## config.mk

```make
export PLATFORM = sky130hd
export DESIGN_NAME = irq_sequencer
export DESIGN_NICKNAME = d
export VERILOG_FILES = /design/src/rtl/irq_sequencer.sv
export SDC_FILE = /design/constraint.sdc
export NUM_CORES = 1
export LEC_CHECK = 0
export ABC_AREA = 1
export BUFFER_PORTS_ARGS = -buffer_cell sky130_fd_sc_hd__buf_2
export CORE_ASPECT_RATIO = 0.75
export CORE_UTILIZATION = 46
export DETAILED_ROUTE_END_ITERATION = 16
export GPL_ROUTABILITY_DRIVEN = 0
export GPL_TIMING_DRIVEN = 0
export PLACE_DENSITY = 0.82
export SYNTH_ARGS = -nofsm -noshare
export SYNTH_HDL_FRONTEND = slang
export SYNTH_SLANG_ARGS = --single-unit
export TNS_END_PERCENT = 20
```

## constraint.sdc

```tcl
create_clock -name clk -period 2.26 [get_ports clk]
set_clock_uncertainty 0.1 [all_clocks]
set_input_delay 0.452 -clock clk [delete_from_list [all_inputs] [get_ports clk]]
set_output_delay 0.452 -clock clk [all_outputs]
set_load 0.05 [all_outputs]
```

## src/rtl/irq_sequencer.sv

```systemverilog
// irq_sequencer: machine-mode interrupt sequencer for the 3-stage core.
//
// Synchronises the external interrupt pin, arbitrates it against the timer
// interrupt (MEI over MTI), waits for a clean execute-stage instruction
// boundary, then drives the flush/redirect/CSR-update pulses that take the
// trap. While in the handler it watches for mret and sequences the return.
//
// Ports:
//   clk, reset                  core clock, synchronous active-high reset
//   intrpt                      asynchronous external interrupt pin
//   timer_irq                   level timer interrupt (MTIP), synchronous
//   csr_mie_bit, csr_meie/mtie  mstatus.MIE, mie.MEIE, mie.MTIE
//   csr_mtvec, csr_mepc         trap vector and current mepc
//   ex_valid/pc/stall/br_taken/mret  execute-stage status
//   irq_flush, irq_redirect, irq_pc  pipeline squash and PC redirect
//   mepc_we/wdata, mcause_we/wdata   CSR writes on trap entry
//   mie_save, mie_restore       mstatus MIE/MPIE stacking
//   mip_meip                    pending external interrupt (mip.MEIP)
//   in_handler                  high from trap entry until mret retires
module irq_sequencer #(
    parameter logic [31:0] RESET_VEC = 32'h0000_0000
) (
    input  logic        clk,
    input  logic        reset,
    input  logic        intrpt,
    input  logic        timer_irq,
    input  logic        csr_mie_bit,
    input  logic        csr_meie,
    input  logic        csr_mtie,
    input  logic [31:0] csr_mtvec,
    input  logic [31:0] csr_mepc,
    input  logic        ex_valid,
    input  logic [31:0] ex_pc,
    input  logic        ex_stall,
    input  logic        ex_br_taken,
    input  logic        ex_mret,
    output logic        irq_flush,
    output logic        irq_redirect,
    output logic [31:0] irq_pc,
    output logic        mepc_we,
    output logic [31:0] mepc_wdata,
    output logic        mcause_we,
    output logic [31:0] mcause_wdata,
    output logic        mie_save,
    output logic        mie_restore,
    output logic        mip_meip,
    output logic        in_handler
);

    typedef enum logic [1:0] {StIdle, StArm, StTake, StHandler} state_e;

    state_e      state_q;
    logic        sync1_q, sync2_q, sync3_q;
    logic        meip_pend_q;
    logic        cause_ext_q;   // latched cause: 1 = MEI, 0 = MTI
    logic [31:0] mepc_q;
    logic [31:0] irq_pc_q;

    logic        rise;
    logic        ext_en, tmr_en, any_irq;
    logic        boundary, src_live;
    logic        take, mret_fire;
    logic [3:0]  cause;
    logic [31:0] trap_vec;

    // sync3_q only remembers the previous synchronised level for edge detect
    assign rise      = sync2_q & ~sync3_q;
    assign ext_en    = meip_pend_q & csr_meie;
    assign tmr_en    = timer_irq & csr_mtie;
    assign any_irq   = (ext_en | tmr_en) & csr_mie_bit;
    assign boundary  = ex_valid & ~ex_stall & ~ex_br_taken & ~ex_mret;
    assign src_live  = cause_ext_q ? ext_en : tmr_en;
    assign take      = (state_q == StTake);
    assign mret_fire = (state_q == StHandler) & ex_mret & ex_valid & ~ex_stall;
    assign cause     = cause_ext_q ? 4'd11 : 4'd7;

    always_comb begin
        trap_vec = {csr_mtvec[31:2], 2'b00};
        if (csr_mtvec[1:0] == 2'b01) begin
            trap_vec = trap_vec + {26'b0, cause, 2'b00};
        end
    end

    always_ff @(posedge clk) begin
        if (reset) begin
            state_q     <= StIdle;
            sync1_q     <= 1'b0;
            sync2_q     <= 1'b0;
            sync3_q     <= 1'b0;
            meip_pend_q <= 1'b0;
            cause_ext_q <= 1'b0;
            mepc_q      <= 32'h0;
            irq_pc_q    <= RESET_VEC;
        end else begin
            sync1_q <= intrpt;
            sync2_q <= sync1_q;
            sync3_q <= sync2_q;

            // A new edge wins over the clear in TAKE
            if (rise) begin
                meip_pend_q <= 1'b1;
            end else if (take && cause_ext_q) begin
                meip_pend_q <= 1'b0;
            end

            case (state_q)
                StIdle: begin
                    if (any_irq) begin
                        cause_ext_q <= ext_en;
                        state_q     <= StArm;
                    end
                end
                StArm: begin
                    if (!csr_mie_bit || !src_live) begin
                        state_q <= StIdle;
                    end else if (boundary) begin
                        // Boundary instruction is squashed and re-executes
                        mepc_q   <= ex_pc;
                        irq_pc_q <= trap_vec;
                        state_q  <= StTake;
                    end
                end
                StTake: begin
                    state_q <= StHandler;
                end
                StHandler: begin
                    if (mret_fire) begin
                        state_q <= StIdle;
                    end
                end
                default: begin
                    state_q <= StIdle;
                end
            endcase
        end
    end

    // TAKE pulses decode the state register; mret pulses are combinational
    assign irq_flush    = take | mret_fire;
    assign irq_redirect = take | mret_fire;
    assign irq_pc       = take ? irq_pc_q : (mret_fire ? csr_mepc : 32'h0);
    assign mepc_we      = take;
    assign mepc_wdata   = take ? mepc_q : 32'h0;
    assign mcause_we    = take;
    assign mcause_wdata = take ? {1'b1, 27'b0, cause} : 32'h0;
    assign mie_save     = take;
    assign mie_restore  = mret_fire;
    assign mip_meip     = meip_pend_q;
    assign in_handler   = (state_q == StTake) | (state_q == StHandler);

endmodule

```

Yosys cells after proc, flatten, opt, wreduce, memory -nomap -nowiden
Cells that the tools add are included.
Word-level totals
  register bits: 71
  word-level logic and storage cells: 57
  input bits: 107
  output and inout bits: 104
Operators by class
  bitwise operators: 18
  $add $sub $neg: 1
  muxes and demuxes: 14
  reductions and logical operators: 9
  equal/unequal tests: 7
Operators by type and width (count)
  32-bit two-way mux: 5
  32-bit by 6-bit adder with 32-bit output: 1
  1-bit AND: 10
  2-bit two-way mux: 4
  2-bit case mux with 4 select lines: 1
  3-bit AND reduction: 2
  1-bit inverter: 5
  2-bit by 1-bit equality test with 1-bit output (second input constant): 2
  2-bit equality test (second input constant): 2
  4-bit two-way mux: 1
  2-bit != test (second input constant): 2
  1-bit two-way mux: 3
  3-bit != test (second input constant): 1
  1-bit bitwise OR: 3
  1-bit zero test: 2
  2-bit zero test: 1
  2-bit AND reduction: 1
  2-bit nonzero test: 1
  1-bit logical AND: 1
  1-bit logical OR: 1

Longest topological paths before layout
  depth in word-level cells: 7
  depth in mapped cells: 13
  mapped depth without buffers: 13

Worst setup path before layout
Ideal clock, no wire load.
  path kind: flip-flop to output port
  from: register (tool-made name)
  to: output port irq_pc[11]
  buffers on the path: 1
  setup slack: -333 ps
  required time: 1708 ps
  arrival time: 2041 ps
  stages on the path, launching flop included: 6
  path through: dfxtp_1 > inv_2 > nor2_2 > inv_1 > clkbuf_1 > o21ai_0
RTL lines
  to (decl): RTL line 39  | output logic [31:0] irq_pc,

Worst setup path after layout
  from: register state_q[0]
  to: output port irq_redirect
Between the ends
  word-level cells in the longest chain between the ends: 5
  elaborated cells on any way between the ends: 6
  those cells by class: 2 x eq/ne; 4 x bitwise
Ends and longest elaborated chain
  from (decl): RTL line 52  | state_e state_q;
  from (signal assigned): RTL line 86  | state_q <= StIdle;
  from (signal assigned): RTL line 110  | state_q <= StArm;
  from (signal assigned): RTL line 115  | state_q <= StIdle;
  2-bit equality test: RTL line 74  | assign mret_fire = (state_q == StHandler) & ex_mret & ex_valid & ~ex_stall;
  1-bit AND (3 in series): RTL line 74
  1-bit bitwise OR (*): RTL line 140  | assign irq_redirect = take | mret_fire;
  to (decl): RTL line 38  | output logic irq_redirect,
Every way passes the cells marked *; elsewhere a longest branch is shown, timed or not.

==> metrics.txt <==
Synth top area share 33.9%; antenna-violating nets left 0; FF-to-FF End irq_pc_q[11]; top-level I/O count 211; peak supply drop 0.000333 V; Critical Path Sink Type primary output; GRT Util Overall 27.9%; initial antenna violation count 0; Placement Setup Slack -0.375 ns; HPWL Detailed 9.92 mm; Synth Register Bits 69; input/output buffers 182; largest net degree at the start of global routing 16; CTS H-Tree Depth 3; Worst-path clk slew 0.06 ns; Avg Inst Size Synth 6.59 um^2; Fmax 0.445 GHz; CTS tree yes; Die X 111 um; CP Max Fanout 10; row cnt 29; max_cap viols 0; WP data arrival 1.70 ns; synth top area cells dfxtp_1 (34%), nand2_1 (8.4%), o21ai_0 (8.0%); most common cell in the netlist nand2_1; Hold Path Depth 3; sequential fraction of the synthesis area 33.9%; area of the die 0.00924 mm^2; DRC Markers 0; PwrDens 584 mW/mm^2; final net count 951; Sink Count 69; ys flop type dfxtp_1; clock buffer depth 2; CP Class flop to primary output; fill cell count 745; synth cell count leaders nand2_1 (91), inv_1 (81), nor2_1 (81); required time of the critical path 1.71 ns; hold wc startpoint intrpt; Post-synth ARST share 0%; Final Cycle Share 99.5%; gr ovfl total 0; worst skew pair latency 0.32 ns; min Tclk post-route 2.25 ns; CTS buffer count 9; first-pass GRT wire length 21.0 mm; synth unique cells 26; status finished clean; routed vias 4,946; final setup violation count 0; synthesized area 0.00407 mm^2; cell taking the most area after synthesis dfxtp_1; RSZ-0062 raised after global routing true; Reg2Reg Setup Slack 0.15 ns; diodes inserted 0; Initial Util 47.7%; Max-slew headroom 62.5%; Synth Instances 618; Least-Margin Pin Slew 0.562 ns; area of the core 0.00853 mm^2; Startpoint Class flop; reg-to-reg startpoint cause_ext_q; DIE HEIGHT 83.5 um; Hold Vio Cnt, Final 0; vias in the first global route 4,578; number of synthesized flops with an enable pin 0; First DRT Iteration DRCs 297; Area Growth Syn to Fin 42.5%; post-route setup slack 0.0118 ns; Max Slew Vio Count 0; R2R depth 12; DR WL/cell 13.9 um; total power 3.39 mW; routed vias/inst 5.18; Detailed Route WL 13.2 mm; Tightest Hold Check Type input pin to flop; root buffer cell clkbuf_16; Synth Warn # 0; Lkg Pwr 2.84 nW; drt first pass iters 5; worst hold path endpoint sync1_q; share of post-route cells with drive strength above 1 31.7%
-- worst max-delay path by stage --
| stage | from | endpoint | slack (ns) | cells past startpoint |
|---|---|---|---|---|
| final | state_q[0] | irq_redirect | 0.01 | 7 |
| after global routing | state_q[0] | irq_redirect | -0.06 | 7 |
| after CTS | flop | mepc_wdata[12] | 0.005 | 6 |
| after detailed placement | ex_stall | irq_pc[24] | -0.37 | 7 |
| after global placement | ex_stall | irq_pc[23] | -0.34 | 7 |
| after floorplan | ex_stall | irq_pc[0] | -0.23 | 6 |
-- metrics by stage --
| stage | hold WS, ns | instance area, um^2 | std cells | setup TNS [ns] | util, % |
|---|---|---|---|---|---|
| floorplan | 0.288 | 4180 | 644 | -0.745 | - |
| finish | 0.255 | 5800 | 954 | 0 | 68.0 |
| global placement | 0.290 | 5230 | 934 | -8.40 | 61.3 |
| detailed placement | 0.293 | 5230 | 934 | -9.34 | 61.3 |
| CTS | 0.251 | 5690 | 954 | 0 | 66.7 |
| global route | 0.261 | 5800 | 954 | -0.194 | 68.0 |
-- logic make-up after synthesis --
kind of cell / count (synthesis) / share of synthesized area (%)
AO/OA/AOI/OAI: 164 / 22.6
XOR/XNOR: 15 / 3.23
adder cells (fa/ha/maj): 3 / 0.922
buffers and inverters: 148 / 16.9
flip-flops: 69 / 33.9
other: 1 / 0.0921
AND/OR/NAND/NOR: 218 / 22.3
-- layer usage --
layer,global-route usage [%],wire length (um)
met5,0,0
met1,34.9,5580
met2,47.1,6200
met3,5.01,1040
met4,12.1,425
-- area by class of cell --
class,count,area (um^2),share of cell area (%)
flip-flops and latches,69,1390,23.9
inverters,84,315,5.44
clock inverters,6,62.6,1.08
repair buffers,186,1120,19.2
multi-input cells,427,2140,37.0
well taps,108,135,2.33
plain buffers,64,403,6.95
clock buffers,10,239,4.12
-- placed cells by master, fill, tap and decap left out, drive strengths merged --
cell and count:
buf 213, nand2 91, inv 84, nor2 82
o21ai 73, dfxtp 69, a21oi 63, clkbuf 47
conb 27, a22o 25, nand3 23, nand4 13
xor2 11, nor3 8, clkinv 5, xnor2 4
ha 3, a31oi 1, o211ai 1, o32ai 1
nand3b 1, bufinv 1
-- what timing repair did --
action / in CTS / in global routing
pin swaps: 2 / 1
endpoints found under the hold margin: 0 / 0
setup buffers: 4 / 0
hold buffers: 0 / 0
endpoints found under the setup margin: 76 / 86
gates resized for setup: 53 / 53
-- state kept, by name, summed over array words and instances (netlist names), named ones only --
name and flops:
sync1_q 1, mepc_q 32, irq_pc_q 30, sync3_q 1, sync2_q 1, state_q 1, mip_meip 1, cause_ext_q 1
-- worst max-delay path: stages (launching register included) --
cell and delay (ns):
dfxtp_2 0.39, nand2_1 0.10, nor2_4 0.19, buf_4 0.22, inv_1 0.09, nand2_1 0.08
buf_4 0.11, buf_4 0.18
-- where the power goes --
part           total [mW]  internal, mW  switching [mW]
Clock                1.42         0.882           0.535
Sequential           1.25          1.23          0.0138
Combinational       0.727         0.238           0.490
Total                3.39          2.35            1.04
No activity file was read; power rests on OpenSTA's default activity.
